### src/rtl/mem_arbiter.sv
// -----------------------------------------------------------------------------
// mem_arbiter
//   Two-master to one-slave memory request arbiter. One transfer is in flight
//   at a time. The owner is registered in IDLE and its request is forwarded
//   combinationally to the slave while BUSY. Tie-breaking is round-robin on a
//   last-grant pointer.
//
// Handshake (valid/ready):
//   A master raises mX_valid with stable addr/wdata/wstrb and holds them
//   until mX_ready pulses for one cycle. The slave side sees s_valid held for
//   the whole BUSY period. s_ready completes the transfer in the same cycle,
//   and the owner sees mX_ready/mX_rdata in that cycle. s_ready is ignored
//   outside BUSY.
//
// Ports:
//   clk, rst                 clock, asynchronous active-high reset
//   m0_/m1_ valid/addr/wdata/wstrb   master requests (wstrb 0 = read)
//   m0_/m1_ ready/rdata      completion pulse and read data to each master
//   s_valid/addr/wdata/wstrb request forwarded from the granted master
//   s_ready, s_rdata         slave completion and read data
//   grant                    one-hot owner (01 = m0, 10 = m1, 00 = idle)
//   timeout_err              one-cycle pulse when a transfer is aborted
//
// Build option:
//   MEM_ARB_TIMEOUT_EN  enables the BUSY timeout counter (TIMEOUT_CYCLES).
//   Without it timeout_err is tied low and BUSY waits indefinitely.
// -----------------------------------------------------------------------------
module mem_arbiter #(
  parameter int unsigned TIMEOUT_CYCLES = 255
) (
  input  logic        clk,
  input  logic        rst,
  input  logic        m0_valid,
  input  logic [31:0] m0_addr,
  input  logic [31:0] m0_wdata,
  input  logic [3:0]  m0_wstrb,
  output logic        m0_ready,
  output logic [31:0] m0_rdata,
  input  logic        m1_valid,
  input  logic [31:0] m1_addr,
  input  logic [31:0] m1_wdata,
  input  logic [3:0]  m1_wstrb,
  output logic        m1_ready,
  output logic [31:0] m1_rdata,
  output logic        s_valid,
  output logic [31:0] s_addr,
  output logic [31:0] s_wdata,
  output logic [3:0]  s_wstrb,
  input  logic        s_ready,
  input  logic [31:0] s_rdata,
  output logic [1:0]  grant,
  output logic        timeout_err
);

  typedef enum logic {IDLE = 1'b0, BUSY = 1'b1} state_t;

  state_t state_q, state_d;
  logic   owner_q, owner_d;   // 0 = m0, 1 = m1
  logic   last_q, last_d;     // master granted most recently (completed)

  logic busy;
  logic own_valid;
  logic done;
  logic tmo_hit;
  logic finish;
  logic [31:0] resp;

  assign busy      = (state_q == BUSY);
  assign own_valid = owner_q ? m1_valid : m0_valid;
  // An owner that withdrew its request is never completed, even if s_ready
  // happens to be high in the same cycle.
  assign done      = busy & own_valid & s_ready;

`ifdef MEM_ARB_TIMEOUT_EN
  logic [7:0] cnt_q, cnt_d;
  // s_ready wins over the timeout because tmo_hit requires ~s_ready.
  assign tmo_hit = busy & own_valid & ~s_ready & (cnt_q == 8'(TIMEOUT_CYCLES));
`else
  logic tmo_unused;
  assign tmo_unused = ^TIMEOUT_CYCLES;
  assign tmo_hit    = 1'b0;
`endif

  assign finish = done | tmo_hit;
  assign resp   = done ? s_rdata : 32'hDEADBEEF;

  // Slave-side and master-side outputs, all zero whenever IDLE.
  always_comb begin
    s_valid     = busy;
    s_addr      = 32'h0;
    s_wdata     = 32'h0;
    s_wstrb     = 4'h0;
    grant       = 2'b00;
    if (busy) begin
      s_addr  = owner_q ? m1_addr  : m0_addr;
      s_wdata = owner_q ? m1_wdata : m0_wdata;
      s_wstrb = owner_q ? m1_wstrb : m0_wstrb;
      grant   = owner_q ? 2'b10 : 2'b01;
    end
    m0_ready    = finish & ~owner_q;
    m1_ready    = finish & owner_q;
    m0_rdata    = m0_ready ? resp : 32'h0;
    m1_rdata    = m1_ready ? resp : 32'h0;
    timeout_err = tmo_hit;
  end

  // Next-state logic.
  always_comb begin
    state_d = state_q;
    owner_d = owner_q;
    last_d  = last_q;
`ifdef MEM_ARB_TIMEOUT_EN
    cnt_d   = cnt_q;
`endif
    case (state_q)
      IDLE: begin
        if (m0_valid | m1_valid) begin
          state_d = BUSY;
          // Tie goes to the master that was not granted last.
          owner_d = (m0_valid & m1_valid) ? ~last_q : m1_valid;
`ifdef MEM_ARB_TIMEOUT_EN
          cnt_d   = 8'h0;
`endif
        end
      end
      BUSY: begin
        if (!own_valid) begin
          // Withdrawn request: drop back without touching last-grant.
          state_d = IDLE;
        end else if (finish) begin
          state_d = IDLE;
          last_d  = owner_q;
        end else begin
`ifdef MEM_ARB_TIMEOUT_EN
          cnt_d = cnt_q + 8'h1;
`endif
        end
      end
      default: state_d = IDLE;
    endcase
  end

  always_ff @(posedge clk or posedge rst) begin
    if (rst) begin
      state_q <= IDLE;
      owner_q <= 1'b0;
      last_q  <= 1'b1;   // m0 wins the first tie after reset
`ifdef MEM_ARB_TIMEOUT_EN
      cnt_q   <= 8'h0;
`endif
    end else begin
      state_q <= state_d;
      owner_q <= owner_d;
      last_q  <= last_d;
`ifdef MEM_ARB_TIMEOUT_EN
      cnt_q   <= cnt_d;
`endif
    end
  end

endmodule

### config.mk
export PLATFORM = sky130hd
export DESIGN_NAME = mem_arbiter
export DESIGN_NICKNAME = d
export VERILOG_FILES = /design/src/rtl/mem_arbiter.sv
export SDC_FILE = /design/constraint.sdc
export NUM_CORES = 1
export LEC_CHECK = 0
export BUFFER_PORTS_ARGS = -buffer_cell sky130_fd_sc_hd__buf_2
export CORE_AREA = 2 2 122 124
export CTS_CLUSTER_SIZE = 12
export DETAILED_ROUTE_END_ITERATION = 16
export DIE_AREA = 0 0 124 126
export PLACE_DENSITY_LB_ADDON = 0.1
export SYNTH_ARGS = -nofsm -noshare
export SYNTH_HDL_FRONTEND = slang
export SYNTH_SLANG_ARGS = --single-unit
### constraint.sdc
create_clock -name clk -period 4.1 [get_ports clk]
set_input_delay 1.23 -clock clk [delete_from_list [all_inputs] [get_ports clk]]
set_output_delay 1.23 -clock clk [all_outputs]
set_load 0.01 [all_outputs]
==> run_results.csv, run 1 <==
group,metric,value,unit
status,status,"complete, no violations",
drt,antenna_left,0,
synth,synth_cell_type_count,20,
layout,fillCellCount,1657,
layout,diodes,0,
sta,drv_slew,0,
global_routing,grt_max_degree,35,
clock_network,ctsRootBufferMaster,"clkbuf_16",
drt,wl_per_cell,12.50,um
clock_network,htreeDepth,1,
sta,skew,0.001736,ns
clock_network,cts_setup_buffers,0,
drt,drt_wl_total,8999,um
synth,synth_edf_count,0,
layout,final_nets,710,
sta,tns,0,ns
synth,yosys.area_share.simple,42.25,%
pwr,power_density,367.1,nW/um^2
sta,post-route-period-util,81.56,%
clock_network,clk_latency,0.23,ns
global_routing,grt_pass1_wl,12480,um
synth,seq_area_frac_synth,4.522,%
clock_network,cts.hold.buffers_added,0,
floorplan,ios,311,
placement,hpwl,7865,um
sta,worstMarginPinSlew,0.5599,ns
sta,setup_viol,0,
sta,max_clock_freq,299.0,MHz
synth,synth_top_area_share,40.92,%
placement,place_inst,716,
synth,synth_fa_ha_area_share,0,%
pwr,p_leak,0.002260,uW
clock_network,cts_tree,"yes",
min_path,hold_class,"flip-flop to flip-flop",
clock_network,clock-sinks,3,
setup_path,crit_path_max_fanout,34,
drt,via_per_inst,3.790,
synth,synth_top_area_cell,"mux2i_1",
synth,yosys-mux-area-fraction,40.92,%
setup_path,cp.arrival,2.11,ns
synth,synth_top_family_by_area,"simple AND/OR/NAND/NOR gates",
synth,postSynthAreaPerCell,7.004,um^2
setup_path,required,2.87,ns
drt,dr.pass1.iters,4,
pwr,ir_drop,0.1022,mV
layout,syn2layout_area_growth,101.6,%
synth,synth_area,1688,um^2
drt,drc_errors,0,
setup_path,start_kind,"input port",
floorplan,initial_utilization,11.79,%
clock_network,cts_resized,0,
synth,synthFlopType,"dfrtp_1",
floorplan,core-area,14310,um^2
floorplan,die_h,126,um
synth,ys_ff_latch,3,
sta,maxSlewHeadroom,62.62,%
clock_network,clk_pin_slew,0.03,ns
synth,async_reset_ff_share,100.0,%
drt,drt_iter0_drc,40,
synth,yosys_warnings,0,
global_routing,grt-ovfl-total,0,
layout,final_layout_size_suffix_gt1_share,59.89,%
floorplan,fp.dieW,124,um
synth,synth_compound_area_share,1.334,%
placement,numPortBuffers,309,
synth,synth_area_leaders,"mux2i_1 41%, and2_1 24%, nor2_1 16%, buf_6 6.0%, dfrtp_1 3.0%",
synth,synth_cells,241,
clock_network,cts_buffer_depth,2,
setup_path,crit_type,"input port to primary output",
clock_network,cts_buffers,3,
layout,instances_no_fill,720,
sta,finalCriticalPeriod,3.344,ns
synth,synthXorXnorAreaFrac,0,%
floorplan,dieArea,15620,um^2
floorplan,core.rowCount,44,
synth,synth_commonest_cells,"71 x nor2_1, 69 x mux2i_1, 65 x and2_1",
global_routing,grt_usage,10.24,%
global_routing,antenna_found_initial,1,
placement,place_congestion,0.7140,
synth,synthesis.nets,414,
setup_path,critical_path.endpoint_type,"primary output",
synth,yosysMostFrequentCell,"nor2_1",
layout,regArea,80.08,um^2
layout,multi_input_area,1430,um^2
drt,vias,2729,
sta,hold_viol,0,
sta,rsz0062_at_grt,"no",
global_routing,grt_pass1_vias,2508,
job,maxCapViolCount,0,
power by group:
group / leakage, uW / switching [uW] / total [uW] / internal, uW
sequential: 0.0000326 / 50.4 / 96.3 / 45.9
clock: 0.0000382 / 28.1 / 157 / 128
combinational: 0.00219 / 530 / 997 / 466
total: 0.00226 / 609 / 1250 / 641
sequential cells by signal, summed over array words and instances (netlist names):
signal / flops
last_q: 1
owner_q: 1
s_valid: 1
worst paths after layout:
check                         start          end  slack, ns  cells after the start
setup reg to reg            s_valid      owner_q       2.61                      3
max in group asynchronous       rst       last_q       3.02                      2
setup / recovery           m0_valid  m0_rdata[4]       0.76                      4
hold reg to reg              last_q       last_q       0.51                      2
min in group asynchronous       rst      owner_q       0.87                      2
hold / removal               last_q       last_q       0.51                      2
metal layers:
metal  wire, um  track usage, %  part of all wire (%)
met5         11               0                  0.12
met4         66           1.983                  0.73
met3       1101           2.219                    12
met2       4940           21.82                    55
met1       2879           9.568                    32
cells in the final DEF (no fill, tap or decap):
cell       Yosys  layout
and4b_4        1       1
inv_2          1       1
and2_1        65      65
a32o_1         1       1
nand2_1        1       1
dfrtp_1        2       1
clkbuf_16      0       3
dfstp_2        1       1
dfrtp_4        0       1
nor3_1         1       1
conb_1         1       1
nand2b_1       1       1
a31oi_1        1       1
o22ai_1        1       1
and4_4         1       1
nor2_1        71      71
buf_2          1     309
buf_4          6       4
mux2i_1       69      69
clkbuf_1       6       1
inv_1          1       1
critical path: stages:
cell     delay (ns)
buf_2          0.12
and4b_4        0.45
and2_1         0.18
buf_2          0.13
cell families (layout without fill, tap and decap cells):
| logic type | count (synthesis) | count (layout) |
|---|---|---|
| mux | 69 | 69 |
| buf+inv | 24 | 319 |
| other cells | 1 | 1 |
| flops | 3 | 3 |
| compound gates | 3 | 3 |
| simple gates | 141 | 141 |
through the flow:
step / setup WS (ns) / utilization, % / instance area, um^2 / power, uW / hold WS, ns
3_3_place_gp: 0.7629 / 23.23 / 3324 / 1127 / 0.5171
2_1_floorplan: 1.070 / - / 1688 / 763.0 / 0.4980
4_1_cts: 0.7289 / 23.78 / 3403 / 1286 / 0.5184
3_5_place_dp: 0.7305 / 23.23 / 3324 / 1125 / 0.5127
5_1_grt: 0.6413 / 23.78 / 3403 / 1366 / 0.5371
6_report: 0.7560 / 23.78 / 3403 / 1249 / 0.5146
layout make-up:
class | count | share of cell area [%]
Clock buffer | 4 | 2.316
Multi-Input combinational cell | 214 | 42.02
Tap cell | 184 | 6.765
Timing Repair Buffer | 313 | 46.32
Inverter | 2 | 0.2206
Sequential cell | 3 | 2.353
(Power assumes the default switching activity.)
==> run 2, diff against run 1 <==
--- a/config.mk
+++ b/config.mk
@@ -6,10 +6,10 @@
 export NUM_CORES = 1
 export LEC_CHECK = 0
 export BUFFER_PORTS_ARGS = -buffer_cell sky130_fd_sc_hd__buf_2
-export CORE_AREA = 2 2 122 124
+export CORE_AREA = 2 2 120 122
 export CTS_CLUSTER_SIZE = 12
 export DETAILED_ROUTE_END_ITERATION = 16
-export DIE_AREA = 0 0 124 126
+export DIE_AREA = 0 0 122 124
 export PLACE_DENSITY_LB_ADDON = 0.1
 export SYNTH_ARGS = -nofsm -noshare
 export SYNTH_HDL_FRONTEND = slang
==> constraint.sdc (replaced) <==
create_clock -name clk -period 3.1 [get_ports clk]
set_input_delay 0.93 -clock clk [delete_from_list [all_inputs] [get_ports clk]]
set_output_delay 0.93 -clock clk [all_outputs]
set_load 0.01 [all_outputs]
==> run 2 against run 1 <==
  * First-iteration DRC count is 5.0% higher
  * Die area is 3.2% lower
  * Setup slack got worse by 0.42 ns
  * Flip-flop and latch count did not move
  * Critical path depth stayed put
  * Hold slack improved by 0.0092 ns
==> run_results.csv, run 2 (synthesized netlist as in run 1, its figures left out) <==
group,metric,value,unit
setup_path,crit_chain,"buf_2 -> and4b_4 -> and2_1 -> buf_2",
layout,final_nets,710,
clock_network,ctsRootBufferMaster,"clkbuf_16",
floorplan,core.rowCount,43,
clock_network,clk_latency,0.23,ns
layout,syn2layout_area_growth,102.1,%
clock_network,cts_tree,"yes",
sta,rsz0062_at_grt,"no",
clock_network,cts_buffers,3,
drt,drt_wl_total,8480,um
sta,max_clock_freq,361.9,MHz
floorplan,initial_utilization,12.30,%
clock_network,clock-sinks,3,
floorplan,core-area,13720,um^2
floorplan,die_h,124,um
sta,tns,0,ns
pwr,swShare,48.12,%
pwr,power.switching,798.9,uW
placement,hpwl,7385,um
setup_path,cp.arrival,1.83,ns
sta,skew,0.004653,ns
sta,hold_viol,0,
global_routing,grt_pass1_vias,2494,
pwr,ir_drop,0.1681,mV
placement,place_congestion,0.7326,
floorplan,dieArea,15130,um^2
drt,drc_errors,0,
layout,final_layout_size_suffix_gt1_share,59.89,%
sta,finalCriticalPeriod,2.763,ns
pwr,p_int,861.4,uW
pwr,power,1660,uW
drt,wl_per_cell,11.84,um
pwr,power_frac_clock,12.4,%
clock_network,cts.hold.buffers_added,0,
pwr,p_seq_share,5.8,%
floorplan,ios,311,
global_routing,grt-ovfl-total,0,
clock_network,clk_pin_slew,0.03,ns
pwr,comb_power_share,81.8,%
sta,setup_viol,0,
drt,antenna_left,0,
status,status,"complete, no violations",
setup_path,crit_type,"input port to primary output",
sta,setup_slack,0.3371,ns
global_routing,grt_usage,9.701,%
global_routing,grt_max_degree,45,
setup_path,required,2.17,ns
placement,place_inst,712,
layout,diodes,0,
pwr,p_leak,0.002265,uW
global_routing,antenna_found_initial,0,
layout,layout_common_cells,"309 x buf_2, 71 x nor2_1, 69 x mux2i_1",
setup_path,crit_path_max_fanout,34,
job,maxCapViolCount,0,
floorplan,fp.dieW,122,um
drt,via_per_inst,3.796,
clock_network,cts_resized,0,
placement,numPortBuffers,309,
sta,post-route-period-util,89.13,%
sta,drv_slew,0,
drt,dr.pass1.iters,4,
setup_path,cpPeakStageDelay,0.45,ns
layout,final_common_cell,"buf_2",
setup_path,cp_common_cell,"buf_2",
clock_network,cts_setup_buffers,0,
setup_path,start_kind,"input port",
clock_network,htreeDepth,1,
setup_path,cp_slowest_cell,"and4b_4",
setup_path,critical_path.endpoint_type,"primary output",
drt,vias,2718,
pwr,power_density,486.8,nW/um^2
min_path,hold_class,"flip-flop to flip-flop",
layout,instances_no_fill,716,
global_routing,grt_pass1_wl,11940,um
drt,drt_iter0_drc,42,
clock_network,cts_buffer_depth,2,
placement,place_ws,0.3269,ns
-- run 2: final cells by class --
cell class	instances	area (um^2)
inverter	2	7.507
multi-input combinational	214	1430
clock buffer	4	78.83
fill	1563	10310
timing repair buffer	313	1589
tap	180	225.2
sequential	3	80.08
-- run 2: worst max-delay path, delay by kind of cell --
| kind | cells | cell delay (ns) |
|---|---|---|
| buf+inv | 2 | 0.25 |
| simple gates | 2 | 0.64 |
-- run 2: final timing paths --
kind | from | endpoint | slack (ns) | cells after the start
max | m0_valid | m0_rdata[7] | 0.34 | 4
min | last_q | last_q | 0.52 | 2
max reg2reg | owner_q | last_q | 1.78 | 2
min reg2reg | last_q | last_q | 0.52 | 2
max in group asynchronous | rst | last_q | 2.33 | 2
min in group asynchronous | rst | s_valid | 0.56 | 2
-- run 2: metal layers --
| layer | vias up | track usage (%) | routed length (um) |
|---|---|---|---|
| li1 | 1369 | - | - |
| met1 | 1160 | 9.555 | 2810 |
| met2 | 185 | 20.81 | 4615 |
| met3 | 4 | 1.969 | 1014 |
| met4 | 0 | 1.365 | 40 |
| met5 | - | 0 | 0 |
-- run 2: power groups by stage --
stage / sequential (uW) / clock (uW) / combinational, uW
2_1_floorplan: 70.8 / 0 / 938
3_3_place_gp: 97.2 / 0 / 1390
3_5_place_dp: 97.8 / 0 / 1380
4_1_cts: 98.1 / 207 / 1390
5_1_grt: 100 / 213 / 1490
6_report: 95.9 / 207 / 1360
-- run 2: stage by stage --
stage          util, %  instance area, um^2  hold slack, ns
6_report         24.86                 3411          0.5238
5_1_grt          24.86                 3411          0.5625
4_1_cts          24.86                 3411          0.5292
3_5_place_dp     24.29                 3332          0.5244
3_3_place_gp     24.29                 3332          0.5151
2_1_floorplan        -                 1688          0.4980
==> run 3, diff against run 2 <==
--- a/config.mk
+++ b/config.mk
@@ -6,10 +6,11 @@
 export NUM_CORES = 1
 export LEC_CHECK = 0
 export BUFFER_PORTS_ARGS = -buffer_cell sky130_fd_sc_hd__buf_2
-export CORE_AREA = 2 2 120 122
+export CELL_PAD_IN_SITES_DETAIL_PLACEMENT = 0
+export CELL_PAD_IN_SITES_GLOBAL_PLACEMENT = 2
+export CORE_UTILIZATION = 10
 export CTS_CLUSTER_SIZE = 12
 export DETAILED_ROUTE_END_ITERATION = 16
-export DIE_AREA = 0 0 122 124
 export PLACE_DENSITY_LB_ADDON = 0.1
 export SYNTH_ARGS = -nofsm -noshare
 export SYNTH_HDL_FRONTEND = slang
==> run 3 against run 2 <==
  * Clock power hardly changed
  * Die area rose by 15%
  * Final cell count is 5.6% higher
  * Sequential power decreased by 8.6%
  * Combinational power rose by 3%
  * Critical path type unchanged
  * Largest cell class unchanged
==> run_results.csv, run 3 (synthesized netlist as in run 1, its figures left out) <==
group,metric,value,unit
status,status,"complete, no violations",
global_routing,antenna_found_initial,1,
clock_network,cts_resized,0,
setup_path,crit_type,"input port to primary output",
pwr,ir_drop,0.3309,mV
global_routing,grt_pass1_vias,2559,
layout,diodes,0,
setup_path,required,2.17,ns
drt,vias,2709,
clock_network,clk_pin_slew,0.03,ns
clock_network,htreeDepth,1,
min_path,whs_endpoint,"last_q",
job,maxCapViolCount,0,
sta,rsz0062_at_grt,"no",
clock_network,clk_latency,0.22,ns
global_routing,grt_usage,9.988,%
floorplan,core-area,16520,um^2
pwr,power,1689,uW
sta,setup_viol,0,
setup_path,critical_path.endpoint_type,"primary output",
sta,hold_viol,0,
layout,final_nets,710,
setup_path,reg2reg_slack,1.77,ns
setup_path,cp.arrival,1.82,ns
sta,finalCriticalPeriod,2.751,ns
drt,dr.pass1.iters,6,
min_path,hold_path.startpoint,"last_q",
sta,max_clock_freq,363.5,MHz
pwr,power_density,486.1,nW/um^2
global_routing,grt_pass1_wl,13750,um
clock_network,cts_tree,"yes",
min_path,hold_class,"flip-flop to flip-flop",
drt,drc_errors,0,
floorplan,initial_utilization,10.21,%
clock_network,cts_setup_buffers,0,
floorplan,die_h,131.9,um
sta,skew,0.001562,ns
drt,antenna_left,0,
clock_network,clock-sinks,3,
global_routing,grt_max_degree,53,
setup_path,crit_path_max_fanout,34,
sta,tns,0,ns
placement,numPortBuffers,309,
setup_path,reg2regPathDepth,3,
drt,wl_per_cell,12.51,um
layout,final_common_cell,"buf_2",
layout,fin_util,21.02,%
setup_path,start_kind,"input port",
global_routing,grt-ovfl-total,0,
drt,drt_wl_total,9457,um
floorplan,fp.dieW,131.9,um
clock_network,cts_buffers,3,
setup_path,r2r-start,"s_valid",
sta,drv_slew,0,
layout,final_layout_size_suffix_gt1_share,59.89,%
drt,via_per_inst,3.583,
floorplan,core.rowCount,47,
layout,layout_common_cells,"309 x buf_2, 71 x nor2_1, 69 x mux2i_1",
clock_network,cts_buffer_depth,2,
min_path,whs_path_depth,2,
floorplan,dieArea,17400,um^2
placement,place_congestion,0.8359,
clock_network,cts.hold.buffers_added,0,
pwr,p_leak,0.002270,uW
layout,syn2layout_area_growth,105.8,%
setup_path,rr_endpoint,"owner_q",
drt,drt_iter0_drc,54,
placement,hpwl,8113,um
sta,holdWs,0.5471,ns
floorplan,ios,311,
clock_network,ctsRootBufferMaster,"clkbuf_16",
sta,post-route-period-util,88.73,%
-- run 3: changes by cell type in the layout (fill, tap and decap cells not counted) --
cell | before | now
buf_12 | 1 | 2
buf_4 | 3 | 2
-- run 3: through the flow --
stage	instances	worst slack [ns]	area (um^2)
floorplan	241	0.6698	1688
global placement	752	0.3698	3395
detailed placement	752	0.3383	3395
CTS	756	0.3359	3473
global route	756	0.2719	3473
finish	756	0.3493	3473
-- run 3: layer usage --
layer,share of wire (%),up-vias,GRT usage (%)
met5,0,-,0
met3,11,2,3.614
met2,57,175,21.49
met1,32,1159,8.756
li1,-,1373,-
met4,0.18,0,1.163
-- run 3: critical path: stages --
cell and delay, ns:
buf_2 0.12, and4b_4 0.45, and2_1 0.18, buf_2 0.12
-- run 3: power by group --
group	internal [uW]	switching [uW]	total [uW]
clock network	170	35.9	206
logic	640	755	1400
registers	61.2	26.4	87.7
total	871	817	1690
-- run 3: area by class of cell --
type                    count  area, um^2
clock buffers               4       78.83
fillers                  1923       13050
inverters                   2       7.507
multi-input cells         214        1430
flip-flops and latches      3       80.08
well taps                 220       275.3
repair buffers            313        1602
-- run 3: worst max-delay path by stage --
stage                   from      endpoint  slack [ns]  depth (start not counted)
floorplan            s_ready  m0_rdata[23]        0.67                          3
global placement    m1_valid  m1_rdata[14]        0.37                          4
detailed placement  m0_valid   m0_rdata[8]        0.34                          4
CTS                 m0_valid   m0_rdata[8]        0.34                          4
global route         s_ready   m0_rdata[8]        0.27                          4
finish              m0_valid   m0_rdata[8]        0.35                          4
